[config.mk]
export PLATFORM = sky130hd
export DESIGN_NAME = ls_wb_stage
export DESIGN_NICKNAME = d
export VERILOG_FILES = /design/src/rtl/ls_wb_stage.sv
export SDC_FILE = /design/constraint.sdc
export NUM_CORES = 2
export LEC_CHECK = 0
export ABC_AREA = 1
export CORE_AREA = 4 4 320 322
export CTS_BUF_LIST = sky130_fd_sc_hd__clkbuf_16
export CTS_CLUSTER_SIZE = 8
export DETAILED_ROUTE_END_ITERATION = 16
export DIE_AREA = 0 0 324 326
export SYNTH_ARGS = -nofsm -noshare
export SYNTH_HDL_FRONTEND = slang
export SYNTH_SLANG_ARGS = --single-unit
[constraint.sdc]
create_clock -name clk -period 68.1 [get_ports clk]
set_input_delay 10.215 -clock clk [delete_from_list [all_inputs] [get_ports clk]]
set_output_delay 10.215 -clock clk [all_outputs]
set_load 0.03 [all_outputs]
[src/rtl/ls_wb_stage.sv]
`default_nettype none
// ============================================================================
// Module   : ls_wb_stage
// Function : LSU output stage; 2-entry skid buffer feeding the LS->WB register,
//            with flush and a retired-beat counter.
// Revision : 1.0
// ============================================================================
module ls_wb_stage #(
    parameter int CNT_W = 64
) (
    input  logic             clk,
    input  logic             rst,
    input  logic             ls_in_valid,
    output logic             ls_in_ready,
    input  logic [375:0]     ls_in_bundle,
    input  logic             WB_LS_ls_ready,
    input  logic             WB_LS_flush_flag,
    output logic             LS_WB_reg_ls_valid,
    output logic [63:0]      LS_WB_reg_PC,
    output logic [63:0]      LS_WB_reg_next_PC,
    output logic [31:0]      LS_WB_reg_inst,
    output logic             LS_WB_reg_trap_valid,
    output logic             LS_WB_reg_mret_valid,
    output logic             LS_WB_reg_sret_valid,
    output logic             LS_WB_reg_dret_valid,
    output logic [63:0]      LS_WB_reg_trap_cause,
    output logic [63:0]      LS_WB_reg_trap_tval,
    output logic             LS_WB_reg_csr_wen,
    output logic             LS_WB_reg_csr_ren,
    output logic [11:0]      LS_WB_reg_csr_addr,
    output logic [4:0]       LS_WB_reg_rd,
    output logic             LS_WB_reg_dest_wen,
    output logic [63:0]      LS_WB_reg_data,
    output logic [CNT_W-1:0] retire_cnt
);

    // State bits are {main_valid, skid_valid}
    typedef enum logic [1:0] {
        EMPTY = 2'b00,
        ONE   = 2'b10,
        FULL  = 2'b11
    } state_t;

    state_t             r_state;
    state_t             w_state_next;
    logic [375:0]       r_main;
    logic [375:0]       r_skid;
    logic [CNT_W-1:0]   r_retire_cnt;
    logic               w_in_hs;
    logic               w_out_hs;
    logic               w_main_load_in;
    logic               w_main_load_skid;
    logic               w_skid_load;

    assign ls_in_ready = ~r_state[0];
    assign w_in_hs     = ls_in_valid & ls_in_ready;
    assign w_out_hs    = r_state[1] & WB_LS_ls_ready;

    always_comb begin
        w_state_next     = r_state;
        w_main_load_in   = 1'b0;
        w_main_load_skid = 1'b0;
        w_skid_load      = 1'b0;
        case (r_state)
            EMPTY: begin
                if (w_in_hs) begin
                    w_state_next   = ONE;
                    w_main_load_in = 1'b1;
                end
            end
            ONE: begin
                if (w_in_hs && w_out_hs) begin
                    w_main_load_in = 1'b1;
                end else if (w_in_hs) begin
                    w_state_next = FULL;
                    w_skid_load  = 1'b1;
                end else if (w_out_hs) begin
                    w_state_next = EMPTY;
                end
            end
            FULL: begin
                if (w_out_hs) begin
                    w_state_next     = ONE;
                    w_main_load_skid = 1'b1;
                end
            end
            default: w_state_next = EMPTY;
        endcase
        // Flush wins over everything; payload left stale since valid bits clear
        if (WB_LS_flush_flag) begin
            w_state_next     = EMPTY;
            w_main_load_in   = 1'b0;
            w_main_load_skid = 1'b0;
            w_skid_load      = 1'b0;
        end
    end

    always_ff @(posedge clk or posedge rst) begin
        if (rst) begin
            r_state      <= EMPTY;
            r_main       <= '0;
            r_skid       <= '0;
            r_retire_cnt <= '0;
        end else begin
            r_state <= w_state_next;
            if (w_main_load_in)
                r_main <= ls_in_bundle;
            else if (w_main_load_skid)
                r_main <= r_skid;
            if (w_skid_load)
                r_skid <= ls_in_bundle;
            if (w_out_hs)
                r_retire_cnt <= r_retire_cnt + CNT_W'(1);
        end
    end

    assign LS_WB_reg_ls_valid   = r_state[1];
    assign LS_WB_reg_PC         = r_main[375:312];
    assign LS_WB_reg_next_PC    = r_main[311:248];
    assign LS_WB_reg_inst       = r_main[247:216];
    assign LS_WB_reg_trap_valid = r_main[215];
    assign LS_WB_reg_mret_valid = r_main[214];
    assign LS_WB_reg_sret_valid = r_main[213];
    assign LS_WB_reg_dret_valid = r_main[212];
    assign LS_WB_reg_trap_cause = r_main[211:148];
    assign LS_WB_reg_trap_tval  = r_main[147:84];
    assign LS_WB_reg_csr_wen    = r_main[83];
    assign LS_WB_reg_csr_ren    = r_main[82];
    assign LS_WB_reg_csr_addr   = r_main[81:70];
    assign LS_WB_reg_rd         = r_main[69:65];
    assign LS_WB_reg_dest_wen   = r_main[64];
    assign LS_WB_reg_data       = r_main[63:0];
    assign retire_cnt           = r_retire_cnt;

endmodule
`default_nettype wire

* After elaboration in Yosys (flattened, before gate mapping)
Cells that the tools add are included.
** Storage, ports and cells
- Flip-flop bits (word level) :: 818
- Output and inout port bits :: 442
** Cells by class
- Equal/unequal tests :: 6
- $add $sub $neg :: 1
- Bitwise logic cells :: 3
- Mux-type cells :: 19
- Reductions and logical operators :: 4
** Operators with widths (number)
- $mux W376 :: 2
- $add A64 B1 Y64 const B :: 1
- $mux W2 :: 6
- $mux W1 :: 9
- $ne A3 B3 Y1 const B :: 3
- $pmux W2 S3 :: 1
- $eq A2 B2 Y1 const B :: 2
- $ne A4 B4 Y1 const B :: 1
- $reduce_and A4 Y1 :: 1
- $and A1 B1 Y1 :: 2
- $logic_not A2 Y1 :: 1
- $pmux W1 S2 :: 1
- $reduce_bool A2 Y1 :: 1
- $logic_and A1 B1 Y1 :: 1
- $not A1 Y1 :: 1

* Depth between registers and ports, before layout
- Depth in word-level cells :: 7
- Mapped depth :: 10

* Least setup slack after synthesis
No wires, ideal clock.
- Kind :: input port to flip-flop
- Start :: input WB_LS_ls_ready
- End :: register r_skid[245]
- Data arrival time :: 11.187 ns
- Path buffers :: 2
- Slack :: 56.788 ns
- Cell stages on the path :: 7
- Cells stage by stage :: nand2_4 -> inv_4 -> nor2_1 -> nand2_1 -> buf_2 -> buf_2 -> mux2_2
** Between the ends
- Word-level cells in the longest chain between the ends :: 5
** RTL lines
- start, declared :: line 16 : input logic WB_LS_ls_ready,
- $and A1 B1 Y1 :: line 57 : assign w_out_hs = r_state[1] & WB_LS_ls_ready;
- $logic_and A1 B1 Y1 :: line 72 : if (w_in_hs && w_out_hs) begin
- $mux W1 :: line 72
- $mux W1 :: line 64 : case (r_state)
- $mux W1 :: line 90 : if (WB_LS_flush_flag) begin
- end signal, assigned :: line 111 : r_skid <= ls_in_bundle;
- end, declared :: line 47 : logic [375:0] r_skid;
Every way passes these cells.
A chain may end at the register's enable or synchronous reset.

* Worst setup path in the final report
- Start :: input WB_LS_ls_ready
- End :: register r_main[101]
** Between the ends
- Word-level cells in the longest chain between the ends :: 6
- Elaborated cells between the ends (all ways) :: 10
- Those cells by class :: 7 x mux; 1 x bitwise; 2 x reduce/logical
** RTL lines
- $and A1 B1 Y1 * :: line 57
- $logic_and A1 B1 Y1 :: line 72
- $mux W1 :: line 72
- $pmux W1 S2 :: line 64
- $mux W1 :: line 90
- $mux W376 / $reduce_bool A2 Y1 (equally long branches)
- end signal, assigned :: line 107 : r_main <= ls_in_bundle;
- end signal, assigned :: line 109 : r_main <= r_skid;
- end, declared :: line 46 : logic [375:0] r_main;
Every way passes the cells marked *; elsewhere a longest branch is shown, timed or not.

==> impl_metrics.toml <==
[job]
drv_cap = 0

[setup_path]
crit_required_ps = 68680
startpoint_type = "input pin"
worstPathArrival_ps = 15470
crit_path_end_kind = "flip-flop"
crit_type = "in2reg"
worstPathMaxFanout = 274

[cts]
cts_root_buf = "clkbuf_16"
hold_buffers = 0
htreeDepth = 3
clk_pin_slew_ps = 50
clockBufferDepth = 3
cts_buffers = 112
cts-resized-gates = 0
cts_tree = "built"
cts_setup_buffers = 0
clock_sinks = 818
clock_latency_ps = 680

[global_routing]
grt_start_max_net_pins = 275
antenna_found_initial = 28
gr-total-overflow = 0
gr-max-usage-layer = "met2"
grtUsageMet1_pct = 25.6
grt_use_total_pct = 21.1
grt_pass1_vias = 28900
gr-usage-met3_pct = 6.04
met2_usage_pct = 35.2
grt_pass1_wl_mm = 174

[logic_synthesis]
syn_nets = 4299
syn_avg_cell_area_um2 = 9.16
ys_ff_latch = 818
synth.distinct_cells = 31
synthMuxAreaShare_pct = 2.04
synthAdderAreaFrac_pct = 0.174
ys_seq_area_share_pct = 57.1
synth_top_family_by_area = "simple AND/OR/NAND/NOR gates"
synth-compound-area-share_pct = 13.2
syn_area_mm2 = 0.0359
synthXorXnorAreaFrac_pct = 0.830
synth_cells = 3913
synth-simple-area-share_pct = 17.6
yosysWarnings = 0

[floorplan]
die_y_um = 326
rows = 116
num_io_pins = 823
core-area_mm2 = 0.0996
fp.dieW_um = 324
dieArea_mm2 = 0.106
start_util_pct = 36.0

[sta]
setup_slack_ps = 53210
slew_violations = 0
fin_setup_tns_ps = 0
worst_pin_slew_ps = 1240
rsz0062_at_grt = "false"
max_freq_mhz = 67.2
clock_skew_ps = 19.1
max_slew_margin_pct = 17.1
hold_viol = 0
setup_violations = 0
layout_min_cycle_time_ps = 14890
min_period_over_period_pct = 21.9

[final_layout]
final_nets = 4992
utilization_pct = 47.8
instances_no_fill = 5933
final_layout_size_suffix_gt1_share_pct = 5.33
syn_to_final_growth_pct = 32.7

[detailed_routing]
drt_iter0_markers = 2669
ant_nets = 0
wl_per_cell_um = 19.3
drc = 0
vias = 29800
vias_per_cell = 5.02
drtPass1Iterations = 8
routed_wl_mm = 114

[status]
outcome = "finished clean"

[pwr]
power.leakage_nw = 21.5
ir_drop_uv = 26.9
power_density_mw_per_mm2 = 45.6

[place]
io_buffers = 822
routabilityCongestion = 0.866
hpwlAfterDp_mm = 77.5
pre_cts_ws_ps = 52720
dp_cells = 5790

[hold_path]
hold_path_class = "reg2reg"
[path summary, 6_finish.rpt]
| kind | start | endpoint | slack (ps) | depth (start not counted) |
|---|---|---|---|---|
| setup / recovery | WB_LS_ls_ready | r_main[101] | 53210 | 10 |
| hold / removal | r_skid[211] | r_skid[211] | 480 | 2 |
| setup reg to reg | r_state[1] | r_main[101] | 62600 | 9 |
| hold reg to reg | r_skid[211] | r_skid[211] | 480 | 2 |
| max in group asynchronous | rst | r_skid[63] | 54840 | 5 |
| min in group asynchronous | rst | r_skid[299] | 10130 | 2 |
[sequential cells by signal, indices dropped and copies added, names as in the netlist]
signal,count
r_skid,376
r_main,376
retire_cnt,64
r_state,2
[layer usage]
metal,part of all wire [%],vias to the layer above
met3,7.5,191
li1,-,14300
met5,0.071,-
met1,41,14300
met4,3.1,12
met2,49,916
[cell usage in the layout, fill, tap and decap left out, types with 2 or more instances in the layout]
master,synthesis,layout
o21ai_1,129,129
nor2_2,4,4
diode_2,0,21
nand2_4,1,2
a21oi_1,66,66
nand3_1,583,583
o211ai_2,21,21
buf_12,0,5
clkbuf_16,0,114
nor2_4,2,2
buf_4,7,23
o211ai_1,290,290
dfrtp_1,818,818
ha_1,5,5
mux2_2,65,65
inv_1,490,493
nor3_1,7,7
nand3b_1,13,13
nand4_1,9,9
and2_1,2,2
xnor2_1,17,17
nand2_1,650,649
inv_8,0,2
inv_6,0,2
inv_2,3,2
clkdlybuf4s50_1,0,822
nor2_1,184,184
o21ai_0,262,262
xor2_1,17,17
[per-stage QoR]
step	power [mW]	hold slack, ps	cell area [um2]
5_1_grt	2.30	496	47600
6_report	2.17	483	47600
2_1_floorplan	1.33	454	35900
3_3_place_gp	1.68	467	44600
4_1_cts	2.20	486	47500
3_5_place_dp	1.69	474	44600
[worst max-delay path: stages]
cell,delay [ps]
clkdlybuf4s50_1,440
nand2_4,250
nor2_2,80
o21ai_4,490
buf_4,660
buf_12,690
buf_4,930
buf_4,910
nand3_1,170
o211ai_1,160
[where the power goes]
group          total, mW  switching, mW  internal, mW
combinational      0.846          0.500         0.346
clock              0.491          0.201         0.290
sequential         0.834          0.124         0.710
[logic make-up after synthesis]
family,after synthesis
AND/OR/NAND/NOR,1457
multiplexers,65
flip-flops,818
XOR/XNOR,34
adder cells (fa/ha/maj),5
AO/OA/AOI/OAI,769
buffers and inverters,765
[Yosys cell counts]
cell	n	area (um2)
inv_4	1	6.26
buf_2	185	926
nor3_1	7	35.0
nor2_4	2	22.5
nand3_1	583	2920
nor2_2	4	25.0
ha_1	5	62.6
a21oi_1	66	330
buf_4	7	52.6
nand3b_1	13	97.6
and2_1	2	12.5
buf_6	13	146
nand4_1	9	56.3
o21ai_4	1	16.3
o211ai_2	21	263
inv_1	490	1840
nor2_1	184	691
and2_0	1	6.26
nand3_2	1	10.0
o211ai_1	290	2180
mux2_2	65	732
nand2_4	1	11.3
clkbuf_1	52	195
buf_1	14	52.6
o21ai_1	129	646
nand2_1	650	2440
o21ai_0	262	1310
inv_2	3	11.3
dfrtp_1	818	20500
xnor2_1	17	149
xor2_1	17	149
[cell type report]
cell class                 count  area [um2]
inverter                     494        1870
clock buffer                 114        2850
antenna                       21        52.6
fill                        9450       52000
sequential                   818       20500
timing repair buffer         850        8500
clock inverter                 8        52.6
tap                         1298        1620
multi-input combinational   2330       12200
No activity file was read; power rests on OpenSTA's default activity.
